--- src/rtl/pwm_code_rx.sv ---
// Pulse-width-coded frame receiver: sync pair, MSB-first data bits, end low, idle high.
// Define PWM_CODE_RX_PARITY_EN to append and check an even-parity bit after the payload.
`timescale 1ns/1ps
module pwm_code_rx #(
    parameter int CODE_WIDTH  = 26,
    parameter int DATA_PERIOD = 20,
    parameter int MARGIN      = 2,
    parameter int SYNC_STAGES = 2
) (
    input  logic                  clk_in,
    input  logic                  rst_n_in,
    input  logic                  data_in,
    output logic [2:0]            state_out,
    output logic [CODE_WIDTH-1:0] code_out,
    output logic                  new_code_out,
    output logic                  err_out,
    output logic [2:0]            err_code_out
);

    localparam int H = DATA_PERIOD / 2;
    localparam int Q = DATA_PERIOD / 4;
    localparam int T = 3 * DATA_PERIOD / 4;
`ifdef PWM_CODE_RX_PARITY_EN
    localparam int FRAME_LEN = CODE_WIDTH + 1;
`else
    localparam int FRAME_LEN = CODE_WIDTH;
`endif
    localparam int CNT_W  = $clog2(DATA_PERIOD + MARGIN + 2);
    localparam int BCNT_W = $clog2(FRAME_LEN + 1);
    localparam logic [CNT_W-1:0] CNT_MAX = '1;

    typedef enum logic [2:0] {
        IDLE = 3'd0, SL = 3'd1, SH = 3'd2, DL = 3'd3,
        DH0  = 3'd4, DH1 = 3'd5, DONE = 3'd6
    } state_t;

    function automatic logic in_win(input int c, input int x);
        return (c >= x - MARGIN) && (c <= x + MARGIN);
    endfunction

    logic [SYNC_STAGES-1:0] sync_reg;
    logic                   sp_reg;
    state_t                 state_reg, state_next;
    logic [CNT_W-1:0]       counter_reg, counter_next;
    logic [BCNT_W-1:0]      bit_cnt_reg, bit_cnt_next;
    logic [FRAME_LEN-1:0]   buf_reg, buf_next;
    logic [CODE_WIDTH-1:0]  code_reg, code_next;
    logic                   new_code_reg, new_code_next;
    logic                   err_reg, err_next;
    logic [2:0]             err_code_reg, err_code_next;

    logic s, edge_det, abort, shift_en, shift_bit;
    logic [2:0] abort_code;
    int cnt;

    assign s         = sync_reg[SYNC_STAGES-1];
    assign edge_det  = s ^ sp_reg;
    assign cnt       = int'(counter_reg);
    assign state_out    = state_reg;
    assign code_out     = code_reg;
    assign new_code_out = new_code_reg;
    assign err_out      = err_reg;
    assign err_code_out = err_code_reg;

    // Synchroniser and previous-sample flop reset to the idle-high level.
    always_ff @(posedge clk_in or negedge rst_n_in) begin
        if (!rst_n_in) begin
            sync_reg <= '1;
            sp_reg   <= 1'b1;
        end else begin
            sync_reg <= {sync_reg[SYNC_STAGES-2:0], data_in};
            sp_reg   <= s;
        end
    end

    always_comb begin
        state_next    = state_reg;
        counter_next  = edge_det ? CNT_W'(1) :
                        (counter_reg == CNT_MAX ? counter_reg : counter_reg + 1'b1);
        bit_cnt_next  = bit_cnt_reg;
        buf_next      = buf_reg;
        code_next     = code_reg;
        new_code_next = 1'b0;
        err_next      = 1'b0;
        err_code_next = err_code_reg;
        abort         = 1'b0;
        abort_code    = 3'd0;
        shift_en      = 1'b0;
        shift_bit     = 1'b0;

        // The counter value on an edge is the length of the interval just ended.
        case (state_reg)
            IDLE: begin
                if (edge_det && !s) begin
                    state_next   = SL;
                    bit_cnt_next = '0;
                end
            end
            SL: begin
                if (edge_det) begin
                    if (in_win(cnt, H)) state_next = SH;
                    else begin abort = 1'b1; abort_code = 3'd1; end
                end else if (cnt > H + MARGIN) begin
                    abort = 1'b1; abort_code = 3'd1;
                end
            end
            SH: begin
                if (edge_det) begin
                    if (in_win(cnt, H)) state_next = DL;
                    else begin abort = 1'b1; abort_code = 3'd2; end
                end else if (cnt > H + MARGIN) begin
                    abort = 1'b1; abort_code = 3'd2;
                end
            end
            DL: begin
                if (edge_det) begin
                    if (in_win(cnt, Q))      state_next = DH0;
                    else if (in_win(cnt, T)) state_next = DH1;
                    else begin abort = 1'b1; abort_code = 3'd3; end
                end else if (cnt > T + MARGIN) begin
                    abort = 1'b1; abort_code = 3'd3;
                end
            end
            DH0: begin
                if (edge_det) begin
                    if (in_win(cnt, T)) shift_en = 1'b1;
                    else begin abort = 1'b1; abort_code = 3'd4; end
                end else if (cnt > T + MARGIN) begin
                    abort = 1'b1; abort_code = 3'd4;
                end
            end
            DH1: begin
                shift_bit = 1'b1;
                if (edge_det) begin
                    if (in_win(cnt, Q)) shift_en = 1'b1;
                    else begin abort = 1'b1; abort_code = 3'd4; end
                end else if (cnt > Q + MARGIN) begin
                    abort = 1'b1; abort_code = 3'd4;
                end
            end
            DONE: begin
                if (edge_det) begin
`ifdef PWM_CODE_RX_PARITY_EN
                    if (^buf_reg) begin
                        abort = 1'b1; abort_code = 3'd5;
                    end else
`endif
                    begin
                        code_next     = buf_reg[FRAME_LEN-1 -: CODE_WIDTH];
                        new_code_next = 1'b1;
                        state_next    = IDLE;
                    end
                end else if (cnt > DATA_PERIOD + MARGIN) begin
                    abort = 1'b1; abort_code = 3'd6;
                end
            end
            default: state_next = IDLE;
        endcase

        if (shift_en) begin
            buf_next     = (buf_reg << 1) | FRAME_LEN'(shift_bit);
            bit_cnt_next = bit_cnt_reg + 1'b1;
            state_next   = (int'(bit_cnt_reg) + 1 == FRAME_LEN) ? DONE : DL;
        end

        if (abort) begin
            state_next    = IDLE;
            err_next      = 1'b1;
            err_code_next = abort_code;
        end
    end

    always_ff @(posedge clk_in or negedge rst_n_in) begin
        if (!rst_n_in) begin
            state_reg    <= IDLE;
            counter_reg  <= '0;
            bit_cnt_reg  <= '0;
            buf_reg      <= '0;
            code_reg     <= '0;
            new_code_reg <= 1'b0;
            err_reg      <= 1'b0;
            err_code_reg <= 3'd0;
        end else begin
            state_reg    <= state_next;
            counter_reg  <= counter_next;
            bit_cnt_reg  <= bit_cnt_next;
            buf_reg      <= buf_next;
            code_reg     <= code_next;
            new_code_reg <= new_code_next;
            err_reg      <= err_next;
            err_code_reg <= err_code_next;
        end
    end

endmodule

--- config.mk ---
export PLATFORM = sky130hd
export DESIGN_NAME = pwm_code_rx
export DESIGN_NICKNAME = d
export VERILOG_FILES = /design/src/rtl/pwm_code_rx.sv
export SDC_FILE = /design/constraint.sdc
export NUM_CORES = 1
export LEC_CHECK = 0
export ABC_AREA = 1
export CORE_MARGIN = 1.5
export CORE_UTILIZATION = 35
export CTS_BUF_LIST = sky130_fd_sc_hd__clkbuf_4 sky130_fd_sc_hd__clkbuf_8
export CTS_CLUSTER_DIAMETER = 60
export DETAILED_ROUTE_END_ITERATION = 10
export PLACE_DENSITY_LB_ADDON = 0.25
export SLEW_MARGIN = 40
export SYNTH_ARGS = -nofsm -noshare
export SYNTH_HDL_FRONTEND = slang
export SYNTH_SLANG_ARGS = --single-unit
--- constraint.sdc ---
create_clock -name clk_in -period 1.8 [get_ports clk_in]
set_input_delay 0.27 -clock clk_in [delete_from_list [all_inputs] [get_ports clk_in]]
set_output_delay 0.27 -clock clk_in [all_outputs]
set_load 0.02 [all_outputs]
# Word-level counts from Yosys, hierarchy flattened
# Index checks and enable logic that the tools add are counted.
# Widths: inputs -> output; s select.
[totals]
reg_bits = 73
inputBits = 3
output_inout_bits = 34
word_cells = 116
[classes]
n_addsub = 3
order_cmp = 10
eq_ne = 18
n_mux = 60
bitwise_logic = 2
reduce_logical = 13
[ops]
columns = ["cell", "count"]
rows = [
  ["$mux 3", 23],
  ["$pmux 3 s6", 2],
  ["$ne 4x4->1 const B", 7],
  ["$or 26x1->26", 1],
  ["$mux 5", 5],
  ["$mux 1", 23],
  ["$add 5x1->5 const B", 2],
  ["$ge 5x4->1 const B", 2],
  ["$gt 5x5->1 const B", 2],
  ["$mux 2", 5],
  ["$eq 3x3->1 const B", 3],
  ["$reduce_and 9->1", 1],
  ["$add 5x1->6 const B", 1],
  ["$eq 3x2->1 const B", 2],
  ["$eq 6x5->1 const B", 1],
  ["$eq 5x5->1 const B", 1],
  ["$ge 5x2->1 const B", 1],
  ["$gt 5x3->1 const B", 1],
  ["$gt 5x4->1 const B", 1],
  ["$le 5x3->1 const B", 1],
  ["$le 5x4->1 const B", 1],
  ["$le 5x5->1 const B", 1],
  ["$ne 5x5->1 const B", 1],
  ["$pmux 1 s5", 1],
  ["11 further kinds", 17],
]

# Depth between registers and ports, before layout
# Gate-level depths: netlist (run 1).
[logic_depth]
depth_word = 8
depth_mapped = 14
mapped_depth_nobuf = 14

# Least setup slack after synthesis (run 1)
# OpenSTA, ideal clock, no wires.
[synth_path]
kind = "register to register"
start = "register sync_reg[1]"
end = "register buf_reg[10]"
setup_time_ns = 0.122
t_arrival_ns = 1.668
required_time_ns = 1.678
setup_slack_ns = 0.009
path_stages_with_launch = 10
n_path_buf = 3
synth_period_minus_slack_ns = 1.791
cell_sequence = "dfstp_2 inv_1 ha_1 buf_2 nor2_1 nand3_4 buf_12 buf_12 nand2_1 o21ai_1"
[synth_via]
elab_chain_cells = 3
word_cells_on_any_way = 4
cone_classes = "mux (3); bitwise (1)"
[synth_rtl]
columns = ["element", "line", "source"]
rows = [
  ["start: declaration", "41", "logic [SYNC_STAGES-1:0] sync_reg;"],
  ["start signal: assignment", "71", "sync_reg <= {sync_reg[SYNC_STAGES-2:0], data_in};"],
  ["$xor 1x1->1 *", "57", "assign edge_det = s ^ sp_reg;"],
  ["$mux 1 (on tied branches)", "134, 125", ""],
  ["$pmux 1 s2 *", "92", "case (state_reg)"],
  ["end signal: assignment", "187", "buf_reg <= buf_next;"],
  ["end: declaration", "46", "logic [FRAME_LEN-1:0] buf_reg, buf_next;"],
]
# Every way passes the cells marked *; elsewhere a longest branch is shown, timed or not.
# A chain may end at the register's enable or synchronous reset.

# Worst setup path after layout (run 1)
[layout_path]
start = "register sync_reg[1]"
end = "register state_reg[2] (netlist: state_out[2])"
[layout_via]
elab_chain_cells = 5
word_cells_on_any_way = 24
cone_classes = "eq/ne (9); mux (11); bitwise (1); reduce/logical (3)"
[layout_rtl]
columns = ["element", "line", "source"]
rows = [
  ["$xor 1x1->1", "57", ""],
  ["$mux 1 (on tied branches)", "-", ""],
  ["$pmux 1 s5 or $pmux 1 s2 (tied branches)", "92", ""],
  ["$ne 5x5->1 (no line), or another cell as far along", "-", ""],
  ["$reduce_and 9->1 (no line) or $mux 3 (tied branches)", "-", ""],
  ["end signal: assignment", "184", "state_reg <= state_next;"],
  ["end: declaration", "43", "state_t state_reg, state_next;"],
]
# Parallel ways exist; a longest one is shown, timed or not.

==> results.ini, run 1 <==
[pwr]
switching_share = 0.335
p_int_mw = 3.28
power_frac_clock = 0.314
power.switching_mw = 1.66
power_density_nw_per_um2 = 1120
leakage_nw = 2.01
pwr-share-seq = 0.384
power_frac_comb = 0.303
ir_worst_vdd_uv = 837

[sta]
tightest_slew_ps = 521
slew_violations = 0
period_minus_slack_ps = 1790
rsz0062_at_grt = yes
post-route-period-util = 0.994
slew_headroom = 0.649
hold_viol = 0
max_freq_mhz = 559
finalSetupViolations = 0
skew_ps = 6.72

[clock_network]
cts_tree = done
cts_buffers = 9
ctsHtreeMaxLevel = 3
cts-root-buf = clkbuf_8
cts.sinks = 73
path_clk_slew_ps = 80
clk_path_buf_depth = 2
clk_latency_ps = 340

[finish]
finalNetCount = 446
syn_to_final_growth_pct = 31.2
n_fill_cell = 888
antenna_cells = 0
finalNonFillerCells = 569
drive_above_1_share = 0.232
fin_util = 0.476

[synthesis]
yosysSeqAreaShare = 0.543
yosysTopAreaCell = dfrtp_1
synth_edf_count = 0
synth_cells = 378
yosysMostFrequentCell = nand2_1
ys_types = 33
synth_ff_type = dfrtp_1
synth_top_area_frac = 0.520
async_reset_ff_frac = 1.00
synth_seq_cells = 73
syn-mean-instance-area_um2 = 8.91
synth_warnings = 0
netlist_area_um2 = 3370
ys_top_cells_by_area = dfrtp_1 (52%), nand2_1 (9.7%), inv_1 (5.5%)
synth_common_cells = nand2_1 (87), dfrtp_1 (70), inv_1 (49)
synth_fp_nets = 388

[die]
die_w_um = 101
die_h_um = 101
core-area_um2 = 9280
rows = 35
start_util = 0.363
io_pins = 37
die_area_um2 = 10200

[worst_setup_path]
critical_path.top_delay_family = simple AND/OR/NAND/NOR gates
cp_num_buf_inv = 2
reg2reg_depth = 10
cp_data_required_time_ps = 2070
max_stage_delay_ps = 540
path_cells = inv_2 > ha_4 > inv_1 > nand4_1 > nand2_1 > nand3_2 > nand3_2 > nor2_4 > nand2_1 > nor2_1
arrival_ps = 2050
setup.worst_path.end_class = flop
cpMaxStageDelayCell = dfstp_2
crit_fanout = 6
cp-start-kind = flop
reg2reg_from = sync_reg[1]$_DFF_PN1_
r2r_slack_ps = 10
critPathKind = reg2reg
reg2reg_to = state_out[2]$_DFFE_PN0P_

[global_route]
grt_max_degree = 74
antenna_found_initial = 0
grtUsageTotal = 0.140
globalRouteOverflowTotal = 0
grt_pass1_wl_mm = 11.3
grt_pass1_vias = 2575

[drt]
routed_via_density = 4.59
drt-total-wl_mm = 6.77
first_pass_iters = 4
num_vias = 2614
antenna_left = 0
routedWlPerCell_um = 11.9
drc = 0
drt_iter0_markers = 61

[placed_design]
gp_congestion = 0.835
dpl.hpwl_mm = 4.24
dpl.cell_count = 540
io_buffers = 36

[flow_run]
cap_violations = 0

[min_path]
hold_end = sync_reg[0]$_DFF_PN1_
hold_class = in2reg
min_path_cells = 1
hold_start = data_in

[outcome]
status = complete, no violations

## cells by family (layout without fill, tap and decap cells)
family / count (synthesis) / count (layout) / synth area share
buffers and inverters: 68 / 130 / 0.0947
flip-flops: 73 / 73 / 0.543
AO/OA/AOI/OAI: 69 / 69 / 0.114
AND/OR/NAND/NOR: 160 / 160 / 0.219
adder cells (fa/ha/maj): 7 / 7 / 0.0260
XOR/XNOR: 1 / 1 / 0.00260
## final cells by class
cell class                      instances  area, um2  share of cell area
Sequential cell                        73       1830               0.414
Multi-Input combinational cell        237       1340               0.303
Timing Repair Buffer                   61        644               0.146
Inverter                               54        203              0.0459
Tap cell                              129        161              0.0365
Clock buffer                            9        124              0.0280
Clock inverter                          6        115              0.0260
## routing by layer
metal | GRT usage | vias to the layer above | routed length (um)
met4 | 0.0449 | 0 | 76
met5 | 0 | - | 0
met1 | 0.176 | 1235 | 3340
met2 | 0.232 | 49 | 3140
li1 | - | 1324 | -
met3 | 0.0430 | 6 | 220
## power groups by stage
stage                     clock [mW]  combinational [mW]  sequential [mW]
after floorplan                    0               0.702             1.99
after global placement             0                1.18             1.92
after detailed placement           0                1.21             1.92
after CTS                       1.60                1.25             1.89
after global routing            1.67                1.66             1.92
final                           1.55                1.49             1.90
## stage by stage
stage	power (mW)	setup WS (ps)	setup TNS (ps)	instance area [um2]	hold WS, ps
detailed placement	3.13	-42.9	-169	3900	340
global placement	3.10	18.1	0	3900	335
CTS	4.74	-7.94	-8.84	4180	320
finish	4.94	11.1	0	4420	335
global route	5.24	-114	-1850	4420	311
floorplan	2.70	9.46	0	3370	-25.6
## worst max path at each step
stage,from,end,slack [ps],cells after the start
detailed placement,sync_reg[1]$_DFF_PN1_,err_code_out[0]$_DFFE_PN0P_,-40,9
global route,state_out[1]$_DFFE_PN0P_,state_out[2]$_DFFE_PN0P_,-110,11
finish,sync_reg[1]$_DFF_PN1_,state_out[2]$_DFFE_PN0P_,10,10
CTS,counter_reg[1]$_DFFE_PN0P_,state_out[0]$_DFFE_PN0P_,-8,13
global placement,sync_reg[1]$_DFF_PN1_,state_out[1]$_DFFE_PN0P_,20,10
floorplan,sync_reg[1]$_DFF_PN1_,buf_reg[10]$_DFFE_PN0P_,9,9
## worst register-to-register path, cell delays in order, from the launching register on
cell     delay (ps)
dfstp_2         540
inv_2            50
ha_4            280
inv_1            90
nand4_1         100
nand2_1          90
nand3_2          90
nand3_2         110
nor2_4          180
nand2_1          70
nor2_1          110
## cells in the final DEF, fill, tap and decap left out, drive strengths merged, types with 4 or more instances in the layout
cell type      synthesis  layout
nor2                  21      21
nand2                101     101
ha                     7       7
nand3                 28      28
clkbuf                 7      11
a21oi                  4       4
clkdlybuf4s50          0      34
nand4                  6       6
inv                   54      56
o21ai                 61      61
dfrtp                 70      70
buf                    7      23
## what timing repair did
item,in CTS,in global routing
hold endpoints to repair,70,0
cloned,0,2
pin swaps,1,17
buffers inserted,1,10
setup endpoints to repair,9,39
hold buffers,1,0
resized for setup,3,36
No activity file was read; power rests on OpenSTA's default activity.
==> run 2, diff against run 1 <==
SETUP_SLACK_MARGIN = 0.02   (was not set)
==> run 2 against run 1 <==
Net effect:
- clock skew increased by 1.8 ps
- total power decreased by 5.0%
- hold slack got worse by 9.0 ps
- first-iteration DRC count increased by 51%
- cell area decreased by 2.4%
- largest power group unchanged
- non-clock buffer count decreased by 3
- worst setup slack improved by 67 ps
- via count decreased by 0.80%
- maximum frequency increased by 3.9%
- highest routed layer unchanged
==> results.ini, run 2 (synthesized netlist as in run 1, its figures left out) <==
[sta]
skew_ps = 8.51  ; +1.79 ps
holdWs_ps = 326  ; -8.99 ps
max_freq_mhz = 581  ; +3.9%
hold_viol = 0  ; unchanged
finalSetupTns_ps = 0  ; unchanged
slew_violations = 0  ; unchanged
post-route-period-util = 0.957  ; -0.0370
tightest_slew_ps = 481  ; -39.7 ps
slew_headroom = 0.676  ; +0.0268
period_minus_slack_ps = 1720  ; -66.7 ps
finalSetupViolations = 0  ; unchanged
rsz0062_at_grt = yes

[worst_setup_path]
cp_data_required_time_ps = 2080  ; about the same
cp-start-kind = flop
crit_fanout = 8  ; +2
cp_num_buf_inv = 2  ; unchanged
max_stage_delay_ps = 440  ; -100 ps
r2r_slack_ps = 80  ; +70 ps
setup.worst_path.end_class = flop
arrival_ps = 2000  ; -50 ps
path_cells = inv_2 > ha_4 > inv_2 > o21ai_1 > nand2_1 > nand2_2 > nand2_4 > nand2_4 > nand3_4 > nand2_2 > nand2_4 > nand2_1 > nand2_1 > nor2_1
cpMaxStageDelayCell = dfrtp_2
critPathKind = reg2reg
critical_path.top_delay_family = simple AND/OR/NAND/NOR gates

[pwr]
power_density_nw_per_um2 = 1090  ; -2.7%
power.switching_mw = 1.61  ; -3.0%
ir_worst_vdd_uv = 836  ; -0.14%
leakage_nw = 1.97  ; -1.8%
switching_share = 0.342  ; +0.00700
p_total_mw = 4.69  ; -5.0%
pwr-share-seq = 0.403  ; +0.019
p_int_mw = 3.09  ; -6.0%
power_frac_comb = 0.286  ; -0.017
power_frac_clock = 0.311  ; -0.003

[die]
die_w_um = 101  ; unchanged
die_h_um = 101  ; unchanged
rows = 35  ; unchanged
io_pins = 37  ; unchanged
die_area_um2 = 10200  ; unchanged
start_util = 0.363  ; unchanged
core-area_um2 = 9280  ; unchanged

[drt]
drt_iter0_markers = 92  ; +51%
first_pass_iters = 4  ; unchanged
num_vias = 2593  ; -0.80%
routed_via_density = 4.57  ; -0.45%
antenna_left = 0  ; unchanged
drt-total-wl_mm = 6.63  ; -2.2%
drc = 0  ; unchanged
routedWlPerCell_um = 11.7  ; -1.8%

[min_path]
hold_class = in2reg

[outcome]
status = complete, no violations

[global_route]
met3_usage = 0.0409  ; -0.00208
grt_pass1_vias = 2569  ; -0.23%
grt_pass1_wl_mm = 11.4  ; +1.2%
grtUsageTotal = 0.141  ; +0.000865
grtUsageMet2 = 0.236  ; +0.00413
antenna_found_initial = 0  ; unchanged
met1_usage = 0.175  ; -0.000619
grt_busiest_layer = met2
globalRouteOverflowTotal = 0  ; unchanged
grt_max_degree = 53  ; -28%

[placed_design]
dpl.hpwl_mm = 4.52  ; +6.8%
place_area_um2 = 3900  ; unchanged
io_buffers = 36  ; unchanged
gp_congestion = 0.840  ; +0.63%

[finish]
antenna_cells = 0  ; unchanged
finalNetCount = 443  ; -0.67%
drive_above_1_share = 0.210  ; -0.0218
fin_area_um2 = 4310  ; -2.4%
layout_commonest_cell = nand2_1
syn_to_final_growth_pct = 28.0
final_cell_mix = nand2_1 (82), dfrtp_1 (68), inv_1 (46), clkdlybuf4s50_1 (33), o21ai_1 (29)

[clock_network]
clk_latency_ps = 350  ; about the same
path_clk_slew_ps = 80  ; about the same
cts-root-buf = clkbuf_8
cts_buffers = 9  ; unchanged
cts_tree = done
ctsHtreeMaxLevel = 3  ; unchanged
clk_path_buf_depth = 2  ; unchanged
cts.sinks = 73  ; unchanged

[flow_run]
cap_violations = 0  ; unchanged

-- run 2: cell types whose count changed in the layout (fill, tap and decap cells not counted), moves of 2 or more --
cell | before | now
inv_1 | 43 | 46
o21ai_1 | 27 | 29
nor2_1 | 16 | 18
nand2_1 | 79 | 82
buf_12 | 4 | 2
nand2_4 | 6 | 4
nor2_2 | 3 | 1
inv_2 | 11 | 8
-- run 2: layout make-up --
class,count,area (um2)
fill,913,4970
sequential,73,1830
multi-input combinational,237,1320
timing repair buffer,58,578
inverter,54,203
tap,129,161
clock buffer,9,124
clock inverter,7,100
-- run 2: worst paths after layout --
kind | start | endpoint | cells after the start
worst max-delay path | counter_reg[1]$_DFFE_PN0P_ | state_out[1]$_DFFE_PN0P_ | 14
worst max register to register | counter_reg[1]$_DFFE_PN0P_ | state_out[1]$_DFFE_PN0P_ | 14
max in group asynchronous | rst_n_in | counter_reg[1]$_DFFE_PN0P_ | 3
worst min-delay path | data_in | sync_reg[0]$_DFF_PN1_ | 1
min in group asynchronous | rst_n_in | code_out[18]$_DFFE_PN0P_ | 2
worst min register to register | sync_reg[0]$_DFF_PN1_ | sync_reg[1]$_DFF_PN1_ | 0
-- run 2: power groups by stage --
stage                     registers, mW  clock network (mW)  logic [mW]
after global routing               1.91                1.58        1.49
after floorplan                    1.99                   0       0.704
after global placement             1.92                   0        1.18
final                              1.89                1.46        1.34
after CTS                          1.88                1.52        1.25
after detailed placement           1.92                   0        1.20
-- run 2: layer usage --
metal  share of wire  vias to the layer above  wire length (um)
li1                -                     1311                 -
met1            0.48                     1226              3190
met2            0.47                       43              3120
met3           0.035                       13               231
met4           0.012                        0                82
met5               0                        -                 0
-- run 2: repair_timing --
| item | in CTS | in global routing |
|---|---|---|
| setup buffers | 1 | 5 |
| hold endpoints to repair | 17 | 0 |
| resized for setup | 4 | 26 |
| pin swaps | 2 | 12 |
| cloned | 0 | 1 |
| hold buffers | 1 | 0 |
| setup endpoints to repair | 27 | 40 |
-- run 2: metrics by stage --
step / setup slack (ps) / utilization / cells
2_1_floorplan: 52.7 / - / 378
3_3_place_gp: 20.7 / 0.420 / 543
3_5_place_dp: -84.6 / 0.420 / 543
4_1_cts: 26.4 / 0.449 / 561
5_1_grt: -34.4 / 0.465 / 567
6_report: 77.8 / 0.465 / 567
-- run 2: worst register-to-register path, stage by stage (launching register included) --
cell	delay (ps)
dfrtp_2	440
inv_2	90
ha_4	140
inv_2	30
o21ai_1	60
nand2_1	70
nand2_2	90
nand2_4	70
nand2_4	60
nand3_4	160
nand2_2	140
nand2_4	60
nand2_1	70
nand2_1	50
nor2_1	110
